--- src/rtl/pulse_arbiter.sv ---
// Latches per-source event pulses into sticky pending bits and hands them out one per
// valid/ready handshake, round-robin, flagging lost events; 2-cycle pulse-to-valid, index held under backpressure.
module pulse_arbiter #(
    parameter int PULSE_COUNT = 4
) (
    input  logic                   clk,
    input  logic                   rst_n,
    input  logic [PULSE_COUNT-1:0] pulses,
    input  logic [PULSE_COUNT-1:0] mask,
    input  logic                   clear,
    output logic                   valid,
    input  logic                   ready,
    output logic [7:0]             index,
    output logic [PULSE_COUNT-1:0] pending,
    output logic [PULSE_COUNT-1:0] overflow
);

    typedef enum logic {
        IDLE    = 1'b0,
        PRESENT = 1'b1
    } state_t;

    state_t                 state_q;
    state_t                 state_d;
    logic [PULSE_COUNT-1:0] pending_q;
    logic [PULSE_COUNT-1:0] overflow_q;
    logic [PULSE_COUNT-1:0] capture;
    logic [PULSE_COUNT-1:0] grant_vec;
    logic [7:0]             index_q;
    logic [7:0]             last_q;
    logic [7:0]             grant_idx;
    logic [7:0]             hi_idx;
    logic [7:0]             lo_idx;
    logic                   lo_hit;
    logic                   any_pending;
    logic                   do_grant;

    assign capture     = pulses & mask;
    assign any_pending = |pending_q;

    // Descending search from last-1 with wrap: prefer the highest pending bit below
    // last, otherwise the highest pending bit overall.
    always_comb begin : grant_search
        hi_idx = '0;
        lo_idx = '0;
        lo_hit = 1'b0;
        for (int i = 0; i < PULSE_COUNT; i++) begin
            if (pending_q[i]) begin
                hi_idx = 8'(i);
                if (8'(i) < last_q) begin
                    lo_idx = 8'(i);
                    lo_hit = 1'b1;
                end
            end
        end
        grant_idx = lo_hit ? lo_idx : hi_idx;
    end

    always_ff @(posedge clk or negedge rst_n) begin : state_reg
        if (!rst_n) begin
            state_q <= IDLE;
        end else begin
            state_q <= state_d;
        end
    end

    always_comb begin : next_state
        state_d  = state_q;
        do_grant = 1'b0;
        if (clear) begin
            state_d = IDLE;
        end else begin
            case (state_q)
                IDLE: begin
                    if (any_pending) begin
                        do_grant = 1'b1;
                        state_d  = PRESENT;
                    end
                end
                PRESENT: begin
                    if (ready) begin
                        do_grant = any_pending;
                        state_d  = any_pending ? PRESENT : IDLE;
                    end
                end
                default: state_d = IDLE;
            endcase
        end
    end

    always_comb begin : outputs
        valid    = (state_q == PRESENT);
        index    = index_q;
        pending  = pending_q;
        overflow = overflow_q;
    end

    always_comb begin : grant_decode
        grant_vec = '0;
        for (int i = 0; i < PULSE_COUNT; i++) begin
            grant_vec[i] = do_grant && (8'(i) == grant_idx);
        end
    end

    // A new pulse beats the grant of the same bit, so it is re-armed rather than lost.
    always_ff @(posedge clk or negedge rst_n) begin : datapath
        if (!rst_n) begin
            pending_q  <= '0;
            overflow_q <= '0;
            index_q    <= 8'hFF;
            last_q     <= '0;
        end else if (clear) begin
            pending_q  <= '0;
            overflow_q <= '0;
            last_q     <= '0;
        end else begin
            pending_q  <= (pending_q & ~grant_vec) | capture;
            overflow_q <= overflow_q | (capture & pending_q & ~grant_vec);
            if (do_grant) begin
                index_q <= grant_idx;
                last_q  <= grant_idx;
            end
        end
    end

endmodule

--- config.mk ---
export PLATFORM = sky130hd
export DESIGN_NAME = pulse_arbiter
export DESIGN_NICKNAME = d
export VERILOG_FILES = /design/src/rtl/pulse_arbiter.sv
export SDC_FILE = /design/constraint.sdc
export NUM_CORES = 1
export LEC_CHECK = 0
export ABC_AREA = 1
export ABC_CLOCK_PERIOD_IN_PS = 1000
export CORE_MARGIN = 8
export CORE_UTILIZATION = 37
export CTS_CLUSTER_DIAMETER = 60
export DETAILED_ROUTE_END_ITERATION = 6
export HOLD_SLACK_MARGIN = 0.03
export MAX_ROUTING_LAYER = met4
export PLACE_DENSITY = 0.73
export SLEW_MARGIN = 40
export SYNTH_ARGS = -nofsm -noshare
export SYNTH_HDL_FRONTEND = slang
export SYNTH_SLANG_ARGS = --single-unit
--- constraint.sdc ---
create_clock -name clk -period 1 [get_ports clk]
set_input_delay 0.2 -clock clk [delete_from_list [all_inputs] [get_ports clk]]
set_output_delay 0.2 -clock clk [all_outputs]
set_load 0.005 [all_outputs]
==> results.toml <==
[global_routing]
grt_use_total = 0.143
grt_max_degree = 15
grt_pass1_vias = 853
grt_antenna_before_repair = 0
grt_overflow = 0
grt_pass1_wl_mm = 3.75

[sta]
slew_violations = 0
setup_violations = 31
clock.fmax_ghz = 0.750
min_period_ps = 1330
layout_setup_ws_ps = -333
max-slew-margin-rel = 0.885
skew_ps = 4.94
worst_pin_slew_ps = 172
finalHoldViolCount = 0
grt_setup_unrepaired = "yes"
finalCritPeriodShare = 1.33
final.setup.tns_ps = -6200

[clock_network]
path_clk_slew_ps = 100
cts_buffer_depth = 2
cts_buffers = 3
clk-insertion-delay-late_ps = 300
htreeDepth = 1
clockRootBuffer = "clkbuf_4"
tritoncts = "yes"
cts_sinks = 14

[power_and_ir_drop]
p_sw_frac = 0.308
net-switching-power_uw = 503
p_seq_frac = 0.413
powerDensity_nw_per_um2 = 1210
comb_power_share = 0.313
pwr-share-clk = 0.274
p_int_uw = 1130
vdd_ir_drop_max_v = 0.000814
p_leak_uw = 0.000675

[critical_path]
worstSetupStartpoint = "pending[1]$_DFF_PN0_"
worst_ep_arrival_time_ps = 1530
crit_fanout = 4
r2r_start = "pending[1]$_DFF_PN0_"
critPathKind = "flip-flop to flip-flop"
worstPathRequired_ps = 1200
r2r_setup_slack_ps = -330
worstReg2RegEnd = "overflow[3]$_DFF_PN0_"
worstSetupStartpointType = "flip-flop"
reg2reg_depth = 9
cp-end-kind = "flip-flop"

[layout]
nNetsFinal = 159
drive_gt1_frac = 0.575
area.growth.synth_to_final_pct = 82.8
design_area_um2 = 1350
diodes = 0

[synth]
yosysWarnings = 0
ys_ff_latch = 14
avgSynthCellArea_um2 = 7.83
netlist_instances = 94
synth_cell_type_count = 17
synth_nets = 106
seq_area_frac_synth = 0.481
synth_area_um2 = 736

[placed_design]
dpl.hpwl_mm = 1.56
gp_congestion = 0.793
place_ws_ps = -467
placed_area_um2 = 1100
portBuffers = 28

[job]
maxCapViolCount = 0

[worst_hold_path]
hp-class = "input port to async pin"

[routing]
drc = 0
dr.first_iter.drc_count = 15
vias_per_cell = 4.82
ant_nets = 0
firstDrtPassIters = 4
wl_mm = 2.48
num_vias = 833
wl_per_cell_um = 14.3

[die]
coreArea_um2 = 1920
die_area_um2 = 3670
die_w_um = 60.6
pin_count = 29
rows = 16
initial_utilization = 0.383
die_y_um = 60.6

[run_status]
run_status = "finished with violations"
violations = "setup timing"
## per-layer routing
metal / share of wire / vias up / track usage
li1: - / 390 / -
met1: 0.36 / 388 / 0.129
met2: 0.53 / 42 / 0.258
met3: 0.064 / 13 / 0.0318
met4: 0.042 / 0 / 0.0997
met5: 0 / - / -
## logic make-up (layout without fill, tap and decap cells)
group / after synthesis / after routing / share of synthesized area
flip-flops: 14 / 14 / 0.481
AND/OR/NAND/NOR: 49 / 49 / 0.296
buffers and inverters: 20 / 72 / 0.129
AO/OA/AOI/OAI: 11 / 11 / 0.0935
## cells in the mapped netlist
library cell  count  area share
nand2_1          33        0.17
inv_1            13       0.066
dfrtp_1          11        0.37
a21oi_1           7       0.048
buf_4             5       0.051
nor2_1            5       0.026
nand3_1           4       0.027
dfstp_2           3        0.11
nor2_2            3       0.026
a21oi_2           2       0.024
nand2_2           2       0.017
a21boi_0          1       0.010
buf_2             1      0.0068
inv_2             1      0.0051
nand3_4           1       0.024
o21ai_2           1       0.012
or2_1             1      0.0085
## repair_timing
item	in CTS	in global routing
gates resized for setup	88	29
hold buffers	0	0
endpoints found under the hold margin	0	0
gates cloned	0	0
buffers inserted	15	3
pin swaps	8	9
endpoints found under the setup margin	30	31
## power groups by stage
stage                     clock network, µW  logic [µW]  registers [µW]
after floorplan                           0         145             680
after global placement                    0         358             682
after detailed placement                  0         371             681
after CTS                               450         436             663
after global routing                    473         553             680
final                                   448         512             674
## worst max-delay path by stage
stage	depth (start not counted)	endpoint	slack [ps]
3_3_place_gp	8	overflow[2]$_DFF_PN0_	-390
3_5_place_dp	8	overflow[3]$_DFF_PN0_	-470
6_report	9	overflow[3]$_DFF_PN0_	-330
4_1_cts	9	pending[1]$_DFF_PN0_	-310
5_1_grt	2	index[2]	-380
2_1_floorplan	8	pending[2]$_DFF_PN0_	-140
## cells in the final DEF, fill, tap and decap left out, drive strengths merged
| cell type | count |
|---|---|
| buf | 43 |
| o21ai | 1 |
| a21oi | 9 |
| dfrtp | 11 |
| dfstp | 3 |
| a21boi | 1 |
| nand2 | 35 |
| clkdlybuf4s50 | 11 |
| or2 | 1 |
| clkbuf | 4 |
| nand3 | 5 |
| inv | 14 |
| nor2 | 8 |
## critical path: stages (launching register included)
cell	delay, ps
dfrtp_1	410
buf_6	150
nand2_4	60
inv_2	30
nor2_2	100
nand2_2	80
a21oi_4	170
nand2_2	100
nand2_2	80
a21oi_2	50
## registers in the layout, indices dropped and copies added, names as in the netlist
register / flops
overflow: 4
valid: 1
index: 3
last_q: 2
pending: 4
## through the flow
stage	hold slack, ps	util	total power, µW	instances
after floorplan	-95.6	-	825	94
after global placement	453	0.574	1040	154
after detailed placement	456	0.574	1050	154
after CTS	225	0.645	1550	172
after global routing	242	0.700	1710	173
final	223	0.700	1630	173
## final cells by class
type                       instances  area, µm²
clock buffer                       4       36.3
fill                             167        577
inverter                          14       55.1
multi-input combinational         60        377
sequential                        14        355
tap                               27       33.8
timing repair buffer              54        488
Note: power is estimated with default switching activity, not from simulation.
